**src/rtl/snake_pkg.sv**
```systemverilog
// Shared encodings for the snake game: headings, game states and button indices.
// Also used by snake_movement, so the direction codes must stay stable.
package snake_pkg;

  typedef enum logic [1:0] {
    DIR_UP    = 2'b00,
    DIR_RIGHT = 2'b01,
    DIR_DOWN  = 2'b10,
    DIR_LEFT  = 2'b11
  } dir_t;

  typedef enum logic [1:0] {
    ST_IDLE  = 2'b00,
    ST_RUN   = 2'b01,
    ST_PAUSE = 2'b10,
    ST_OVER  = 2'b11
  } state_t;

  // Button slots; the four direction slots match their dir_t codes.
  localparam int BTN_UP    = 0;
  localparam int BTN_RIGHT = 1;
  localparam int BTN_DOWN  = 2;
  localparam int BTN_LEFT  = 3;
  localparam int BTN_PAUSE = 4;
  localparam int NUM_BTNS  = 5;

  // Opposite headings differ only in the upper encoding bit.
  function automatic logic is_reverse(input dir_t a, input dir_t b);
    logic [1:0] diff;
    diff = a ^ b;
    return diff == 2'b10;
  endfunction

endpackage

```
**src/rtl/btn_debounce.sv**
```systemverilog
// Raw button -> 2-flop synchronizer -> stability debouncer -> one-cycle press pulse.
// Latency from a clean raw rising edge to the pulse is DEBOUNCE_CYCLES+3 cycles.
module btn_debounce #(
  parameter int unsigned DEBOUNCE_CYCLES = 1_000_000
) (
  input  logic clk,
  input  logic reset,
  input  logic btn_raw,
  output logic press
);

  localparam int unsigned CW = (DEBOUNCE_CYCLES > 1) ? $clog2(DEBOUNCE_CYCLES) : 1;
  localparam logic [CW-1:0] CNT_MAX = CW'(DEBOUNCE_CYCLES - 1);

  logic          sync1_q, sync1_d;
  logic          sync2_q, sync2_d;
  logic          stable_q, stable_d;
  logic          prev_q, prev_d;
  logic          press_q, press_d;
  logic [CW-1:0] cnt_q, cnt_d;

  always_comb begin
    sync1_d  = btn_raw;
    sync2_d  = sync1_q;
    stable_d = stable_q;
    cnt_d    = '0;
    // Any sample matching the accepted level restarts the stability count.
    if (sync2_q != stable_q) begin
      if (cnt_q == CNT_MAX) begin
        stable_d = sync2_q;
      end else begin
        cnt_d = cnt_q + 1'b1;
      end
    end
    prev_d  = stable_q;
    press_d = stable_q & ~prev_q;
  end

  always_ff @(posedge clk or negedge reset) begin
    if (!reset) begin
      sync1_q  <= 1'b0;
      sync2_q  <= 1'b0;
      stable_q <= 1'b0;
      prev_q   <= 1'b0;
      press_q  <= 1'b0;
      cnt_q    <= '0;
    end else begin
      sync1_q  <= sync1_d;
      sync2_q  <= sync2_d;
      stable_q <= stable_d;
      prev_q   <= prev_d;
      press_q  <= press_d;
      cnt_q    <= cnt_d;
    end
  end

  assign press = press_q;

endmodule

```
**src/rtl/direction_controller.sv**
```systemverilog
// Snake game control: debounced buttons, pending/committed heading, move tick
// generation and the IDLE/RUN/PAUSE/OVER game state machine.
module direction_controller
  import snake_pkg::*;
#(
  parameter int unsigned DEBOUNCE_CYCLES = 1_000_000,
  parameter int unsigned TICK_CYCLES     = 10_000_000
) (
  input  logic       clk,
  input  logic       reset,
  input  logic       btn_up,
  input  logic       btn_down,
  input  logic       btn_left,
  input  logic       btn_right,
  input  logic       btn_pause,
  input  logic       collision,
  output logic [1:0] direction,
  output logic       move_tick,
  output logic       running,
  output logic       paused,
  output logic       game_over
);

  localparam int unsigned TW = (TICK_CYCLES > 1) ? $clog2(TICK_CYCLES) : 1;
  localparam logic [TW-1:0] TICK_MAX = TW'(TICK_CYCLES - 1);

  logic [NUM_BTNS-1:0] btn_raw;
  logic [NUM_BTNS-1:0] press;
  logic                dir_any;
  logic                pause_press;
  dir_t                req_dir;

  state_t        state_q, state_d;
  dir_t          direction_q, direction_d;
  dir_t          pending_q, pending_d;
  logic [TW-1:0] cnt_q, cnt_d;
  logic          tick_q, tick_d;
  logic          running_q, running_d;
  logic          paused_q, paused_d;
  logic          over_q, over_d;

  assign btn_raw = {btn_pause, btn_left, btn_down, btn_right, btn_up};

  for (genvar gi = 0; gi < NUM_BTNS; gi++) begin : g_btn
    btn_debounce #(
      .DEBOUNCE_CYCLES(DEBOUNCE_CYCLES)
    ) u_btn_debounce (
      .clk    (clk),
      .reset  (reset),
      .btn_raw(btn_raw[gi]),
      .press  (press[gi])
    );
  end

  assign dir_any     = |press[BTN_LEFT:BTN_UP];
  assign pause_press = press[BTN_PAUSE];

  // Only the highest-priority press is considered; a rejected one never falls through.
  always_comb begin
    if (press[BTN_UP])         req_dir = DIR_UP;
    else if (press[BTN_RIGHT]) req_dir = DIR_RIGHT;
    else if (press[BTN_DOWN])  req_dir = DIR_DOWN;
    else                       req_dir = DIR_LEFT;
  end

  always_ff @(posedge clk or negedge reset) begin
    if (!reset) begin
      state_q     <= ST_IDLE;
      direction_q <= DIR_RIGHT;
      pending_q   <= DIR_RIGHT;
      cnt_q       <= '0;
      tick_q      <= 1'b0;
      running_q   <= 1'b0;
      paused_q    <= 1'b0;
      over_q      <= 1'b0;
    end else begin
      state_q     <= state_d;
      direction_q <= direction_d;
      pending_q   <= pending_d;
      cnt_q       <= cnt_d;
      tick_q      <= tick_d;
      running_q   <= running_d;
      paused_q    <= paused_d;
      over_q      <= over_d;
    end
  end

  always_comb begin
    state_d = state_q;
    case (state_q)
      ST_IDLE:  if (dir_any) state_d = ST_RUN;
      ST_RUN:   if (collision) state_d = ST_OVER;
                else if (pause_press) state_d = ST_PAUSE;
      ST_PAUSE: if (collision) state_d = ST_OVER;
                else if (pause_press) state_d = ST_RUN;
      default:  state_d = ST_OVER;
    endcase
  end

  always_comb begin
    tick_d = 1'b0;
    cnt_d  = cnt_q;
    case (state_q)
      ST_IDLE: cnt_d = '0;
      ST_RUN: begin
        // The counter only advances while staying in RUN, so a pause freezes it exactly.
        if (state_d == ST_RUN) begin
          if (cnt_q == TICK_MAX) begin
            cnt_d  = '0;
            tick_d = 1'b1;
          end else begin
            cnt_d = cnt_q + 1'b1;
          end
        end
      end
      default: cnt_d = cnt_q;
    endcase

    direction_d = tick_d ? pending_q : direction_q;

    // Judge reversal against the heading that holds after this edge, so a press
    // landing on a tick cycle can never queue a reversal of the new heading.
    pending_d = pending_q;
    if (state_q != ST_OVER && dir_any && !is_reverse(req_dir, direction_d)) begin
      pending_d = req_dir;
    end

    running_d = (state_d == ST_RUN);
    paused_d  = (state_d == ST_PAUSE);
    over_d    = (state_d == ST_OVER);
  end

  assign direction = direction_q;
  assign move_tick = tick_q;
  assign running   = running_q;
  assign paused    = paused_q;
  assign game_over = over_q;

endmodule

```
**config.mk**
```make
export PLATFORM = sky130hd
export DESIGN_NAME = direction_controller
export DESIGN_NICKNAME = d
export VERILOG_FILES = /design/src/rtl/snake_pkg.sv /design/src/rtl/btn_debounce.sv /design/src/rtl/direction_controller.sv
export SDC_FILE = /design/constraint.sdc
export NUM_CORES = 1
export LEC_CHECK = 0
export BUFFER_PORTS_ARGS = -buffer_cell sky130_fd_sc_hd__buf_4
export CAP_MARGIN = 20
export CELL_PAD_IN_SITES_DETAIL_PLACEMENT = 1
export CELL_PAD_IN_SITES_GLOBAL_PLACEMENT = 1
export CORE_MARGIN = 8
export CORE_UTILIZATION = 50
export DETAILED_ROUTE_END_ITERATION = 16
export PLACE_DENSITY_LB_ADDON = 0.3
export SETUP_SLACK_MARGIN = 0.15
export SYNTH_ARGS = -nofsm -noshare
export SYNTH_HDL_FRONTEND = slang
export SYNTH_SLANG_ARGS = --single-unit
```
**constraint.sdc**
```tcl
create_clock -name clk -period 3.4 [get_ports clk]
set_input_delay 0.68 -clock clk [delete_from_list [all_inputs] [get_ports clk]]
set_output_delay 0.68 -clock clk [all_outputs]
set_load 0.05 [all_outputs]
```
Word level (Yosys, flattened, before mapping)
Index checks and enable logic that the tools add are counted.
{"block": "classes", "n_bitwise": 11, "eq_ne": 19, "muxes": 26, "n_addsub": 6, "n_reduce_logical": 12}
{"operator": "$mux 20", "n": 10}
{"operator": "$add 20x1->20 const B", "n": 5}
{"operator": "$eq 20x20->1 const B", "n": 5}
{"operator": "$mux 24", "n": 2}
{"operator": "$pmux 24 s2", "n": 1}
{"operator": "$add 24x1->24 const B", "n": 1}
{"operator": "$eq 24x24->1 const B", "n": 1}
{"operator": "$mux 2", "n": 8}
{"operator": "$reduce_and 2->1", "n": 6}
{"operator": "$eq 2x2->1 const B", "n": 4}
{"operator": "$pmux 2 s3", "n": 1}
{"operator": "$and 1x1->1", "n": 5}
{"operator": "$ne 1x1->1", "n": 5}
{"operator": "$not 1->1", "n": 5}
{"operator": "$eq 2x1->1 const B", "n": 2}
{"operator": "$mux 1", "n": 4}
{"operator": "$ne 2x2->1 const B", "n": 2}
{"operator": "$reduce_or 4->1", "n": 1}
{"operator": "$logic_and 1x1->1", "n": 2}
{"operator": "$logic_not 2->1", "n": 1}
{"operator": "$reduce_bool 2->1", "n": 1}
{"operator": "$xor 2x2->2", "n": 1}
{"operator": "$logic_not 1->1", "n": 1}
{"block": "totals", "in_bits": 8, "register_bits": 159, "output_inout_bits": 6}

Logic depth before layout (Yosys ltp)
{"block": "depth", "word_depth": 11, "ltp_mapped": 9, "ltp_nobuf": 7}

Modules after synthesis
Synthesis repeated with hierarchy kept, for this count alone.
{"block": "unflattened", "cells_unflattened": 765, "area_unflattened_um2": 7746.2}
{"mod": "btn_debounce (g_btn[0].u_btn_debounce ...)", "n_inst": 4, "seq_area_each_um2": 625.6, "area_each_um2": 1171.1, "cells_each": 109}
{"mod": "direction_controller", "n_inst": 1, "seq_area_each_um2": 853.3, "area_each_um2": 1895.6, "cells_each": 218}
{"mod": "btn_debounce (g_btn[2].u_btn_debounce)", "n_inst": 1, "seq_area_each_um2": 625.6, "area_each_um2": 1166.1, "cells_each": 111}

Worst setup path after synthesis
No wires, ideal clock.
{"block": "synth_path", "path_type": "input port to flip-flop", "startpoint": "input collision", "endpoint": "register pending_q[0]", "n_path_buf": 0, "setup_ps": 81, "arrival_time_ps": 2593, "t_required_ps": 3319, "path_stages": 6, "path_slack_ps": 726, "path_cell_list": "or4b_4 or4b_4 o21a_1 or3_1 and2_1 a211oi_2"}
{"block": "synth_via", "elab_chain_len": 10}
{"item": "from (decl)", "line_no": "direction_controller.sv:16", "source": "input logic collision,"}
{"item": "$mux 2, on equally long branches", "line_no": "direction_controller.sv:94, direction_controller.sv:92"}
{"item": "$pmux 2 s3 (*)", "line_no": "direction_controller.sv:90", "source": "case (state_q)"}
{"item": "$eq 2x1->1 (*)", "line_no": "direction_controller.sv:107", "source": "if (state_d == ST_RUN) begin"}
{"item": "$mux 1 (*)", "line_no": "direction_controller.sv:107"}
{"item": "$mux 1 (*)", "line_no": "direction_controller.sv:103", "source": "case (state_q)"}
{"item": "$mux 2 (*)", "line_no": "direction_controller.sv:119", "source": "direction_d = tick_d ? pending_q : direction_q;"}
{"item": "$xor 2x2->2 (*)", "line_no": "snake_pkg.sv:30", "source": "diff = a ^ b;"}
{"item": "$eq 2x2->1 (*)", "line_no": "snake_pkg.sv:31", "source": "return diff == 2'b10;"}
{"item": "$logic_not 1->1 (*)", "line_no": "direction_controller.sv:124", "source": "if (state_q != ST_OVER && dir_any && !is_reverse(req_dir, direction_d)) begin"}
{"item": "$logic_and 1x1->1 (*)", "line_no": "direction_controller.sv:124"}
{"item": "to (signal assigned)", "line_no": "direction_controller.sv:79", "source": "pending_q <= pending_d;"}
{"item": "to (decl)", "line_no": "direction_controller.sv:35", "source": "dir_t pending_q, pending_d;"}
Mark *: on every way between the ends. The rest lies on a longest branch, timed or not.
A chain may end at the register's enable or synchronous reset.

Final worst setup path
{"block": "layout_path", "startpoint": "register cnt_q[18]", "endpoint": "register cnt_q[8]"}
{"block": "layout_via", "elab_chain_len": 4}
{"item": "from (decl)", "line_no": "direction_controller.sv:36", "source": "logic [TW-1:0] cnt_q, cnt_d;"}
{"item": "from (signal assigned)", "line_no": "direction_controller.sv:80", "source": "cnt_q <= cnt_d;"}
{"item": "$eq 24x24->1", "line_no": "direction_controller.sv:108", "source": "if (cnt_q == TICK_MAX) begin"}
{"item": "$mux 24", "line_no": "direction_controller.sv:108"}
{"item": "$mux 24", "line_no": "direction_controller.sv:107"}
{"item": "$pmux 24 s2", "line_no": "direction_controller.sv:103"}
Every way passes these cells. The select of a mux whose other input is x is not followed.

==> metrics.txt <==
status finished clean; largest family of logic cells by synthesized area simple AND/OR/NAND/NOR gates; die outline width ~140 µm; Syn Inst Count ~760; fin worst setup slack between 0.5 and 0.6 ns; Cell variety after synth 43; root cell of the clock tree clkbuf_16; max_slew headroom 0.4032; Synth Area in Compound Gates 0.06472; layout cells sized above 1 0.08987; Final Core Density 0.5752; Synth Area in Simple Gates 0.2506; worst slew pin tran ~0.9 ns; Area Growth Syn to Fin 12.62%; critical path arrival 3.11 ns; unrepaired setup endpoints after global routing false; crit path kind flop to flop; fmax around 0.36 GHz; routed vias 5,559; GRT overflow 0; Starting Density 0.5108; Netlist Area Pre-Place 7423 µm²; I/O Pins 14; placed cell count between 900 and 1,000; Lkg Pwr around 0.0035 µW; Pins Over Slew Limit 0; dpl hpwl 11,650 µm; fin crit period approximately 2.8 ns; Placement Setup Slack between 0.4 and 0.5 ns; Via density roughly 5.7; Async SR Flop Fraction 1.000; Die Area ~19,000 µm²; Hold Path Class input pin to async pin; GP Congestion 0.8316; Die H roughly 140 µm; Synth Register Bits 159; antenna cells 0; H-tree levels 4; Layout Cells excl Fill between 900 and 1,000; insertion delay to the later sink of the worst-skew pair 0.44 ns; num rows 44; CTS Buf Count 17; drt pass-1 iters 4; EDFF count, synth 0; Peak VDD IR around 400 µV; first-pass GRT wire length ~30,000 µm; post-synth top area cell dfrtp_1; Core ar. between 10,000 and 15,000 µm²; final net count ~790; Crit. End Element flop; DRC 0; net count after synthesis a little under 800; initial DRC count about 280; endpoints failing setup 0; XOR/XNOR Fraction of Synth Area 0.1109; Setup Fix Bufs, Post-CTS 0; ys flop type dfrtp_1; initial antenna violation count 0; PD cells approximately 490 nW/µm²; Final Hold Viols 0; top cells by area, synth dfrtp_1 (53%), nor2_1 (6.9%), xor2_1 (5.9%); Final period util 0.8248; CTS Hold Buffers Added 0; Reg clk slew, reported paths ~0.060 ns; multiplexer share of the synthesized area 0.007585; vias in the first global route just over 6,000; clock sink total around 160; Synth Area in Adders 0.01011; CTS tree done; share of the synthesized area in the top cell type 0.5292; PostCTS Resize Cnt 0; CP Data Required Time 3.71 ns; Post-DRT Antenna Nets 0; largest net degree at the start of global routing 84; sequential fraction of the synthesis area 0.5363; Synth warnings 0; setup_tns 0 ns; Max FO, Critical Path 17; Routed WL per cell about 18 µm; CP startpoint kind flop; total track usage 0.1991; max capacitance violation total 0; Syn Area/Cell 9.793 µm²; PortBufs 13; CTS max path bufs 2; Fin Clk Skew just under 0.008 ns; final WL 17,350 µm
-- layer usage --
layer	up-vias	global-route usage	wire length, µm
met5	-	0	0
met4	0	0.08657	382
met3	33	0.04267	461
met2	75	0.3439	9025
met1	2825	0.2338	7478
li1	2626	-	-
-- cells in the final DEF, fill, tap and decap left out, types with 3 or more instances in the layout --
| cell type | count |
|---|---|
| nand4_1 | 19 |
| xnor2_1 | 44 |
| nor4_1 | 9 |
| ha_1 | 6 |
| or2_2 | 7 |
| nand3_1 | 54 |
| and3_1 | 13 |
| and4_1 | 15 |
| inv_1 | 18 |
| clkinv_4 | 3 |
| nand2_1 | 64 |
| nor3_1 | 14 |
| mux2_2 | 5 |
| o21ai_0 | 38 |
| dfrtp_1 | 157 |
| buf_4 | 19 |
| a31oi_1 | 4 |
| clkbuf_16 | 17 |
| bufinv_16 | 3 |
| nor2_1 | 137 |
| and2_1 | 12 |
| nor2b_1 | 8 |
| a21oi_1 | 14 |
| nor4bb_1 | 6 |
| nor4b_1 | 6 |
| o31ai_1 | 13 |
| clkbuf_8 | 3 |
| xor2_1 | 50 |
-- power by group --
group | switching [µW] | internal (µW) | leakage, µW
clock network | 800 | 1220 | 0.000300
registers | 39.3 | 1930 | 0.00213
logic | 87.8 | 39.4 | 0.00112
-- stage by stage --
step,power (µW),hold WS [ns],area (µm²)
after floorplan,2052,0.3312,7423
after global placement,2115,0.3339,7736
after detailed placement,2130,0.3363,7736
after CTS,4159,0.3084,8361
after global routing,4252,0.3317,8361
final,4113,0.2690,8361
-- worst max-delay path, stage by stage (launching register included) --
cell and delay [ns]:
dfrtp_1 0.46, nor4bb_1 0.66, nand2_1 0.22, o311ai_2 0.64, buf_4 0.33, a21oi_1 0.06
o21ai_0 0.20, o31ai_1 0.11
-- cells in the mapped netlist (4+ instances only) --
cell,number
nand3_1,54
xor2_1,50
nor3_1,14
nand2_1,64
inv_1,18
and3_1,13
dfrtp_1,157
o31ai_1,13
and4_1,15
nand4_1,19
nor4_1,9
nor2b_1,8
nor4b_1,6
o21ai_0,39
mux2_2,5
clkbuf_1,18
or2_2,7
nor4bb_1,6
nor2_1,137
a31oi_1,4
ha_1,6
a21oi_1,14
and2_1,12
xnor2_1,44
-- kinds of logic (layout without fill, tap and decap cells) --
group,after synthesis,count (layout)
multiplexers,5,5
flip-flops,159,159
AO/OA/AOI/OAI,81,81
XOR/XNOR,94,94
buffers and inverters,38,70
AND/OR/NAND/NOR,375,375
adder cells (fa/ha/maj),6,6
-- flip-flops by register name, indices dropped and copies added (netlist names) --
register                      count
running                           1
cnt_q                            24
g_btn.u_btn_debounce.sync1_q      5
move_tick                         1
g_btn.u_btn_debounce.prev_q       5
direction                         2
g_btn.u_btn_debounce.cnt_q      100
g_btn.u_btn_debounce.prev_d       5
game_over                         1
pending_q                         2
state_q                           2
paused                            1
g_btn.u_btn_debounce.sync2_q      5
g_btn.u_btn_debounce.press        5
-- path summary, 6_finish.rpt --
path / from / end / slack (ns) / depth (start not counted)
max: cnt_q[18] / cnt_q[8] / 0.60 / 7
min: reset / g_btn[2].u_btn_debounce.cnt_q[11] / 0.27 / 1
max reg2reg: cnt_q[18] / cnt_q[8] / 0.60 / 7
min reg2reg: g_btn[4].u_btn_debounce.sync1_q / g_btn[4].u_btn_debounce.sync2_q / 0.35 / 0
max in group asynchronous: reset / g_btn[3].u_btn_debounce.cnt_q[3] / 2.30 / 2
min in group clk: g_btn[4].u_btn_debounce.sync1_q / g_btn[4].u_btn_debounce.sync2_q / 0.35 / 0
-- layout make-up --
type	count	area, µm²
Multi-Input combinational cell	561	3303
Inverter	18	67.56
Sequential cell	159	3981
Timing Repair Buffer	20	153.9
Clock inverter	11	153.9
Fill cell	1636	6173
Clock buffer	21	470.5
Tap cell	184	230.2
Note: power is estimated with default switching activity, not from simulation.
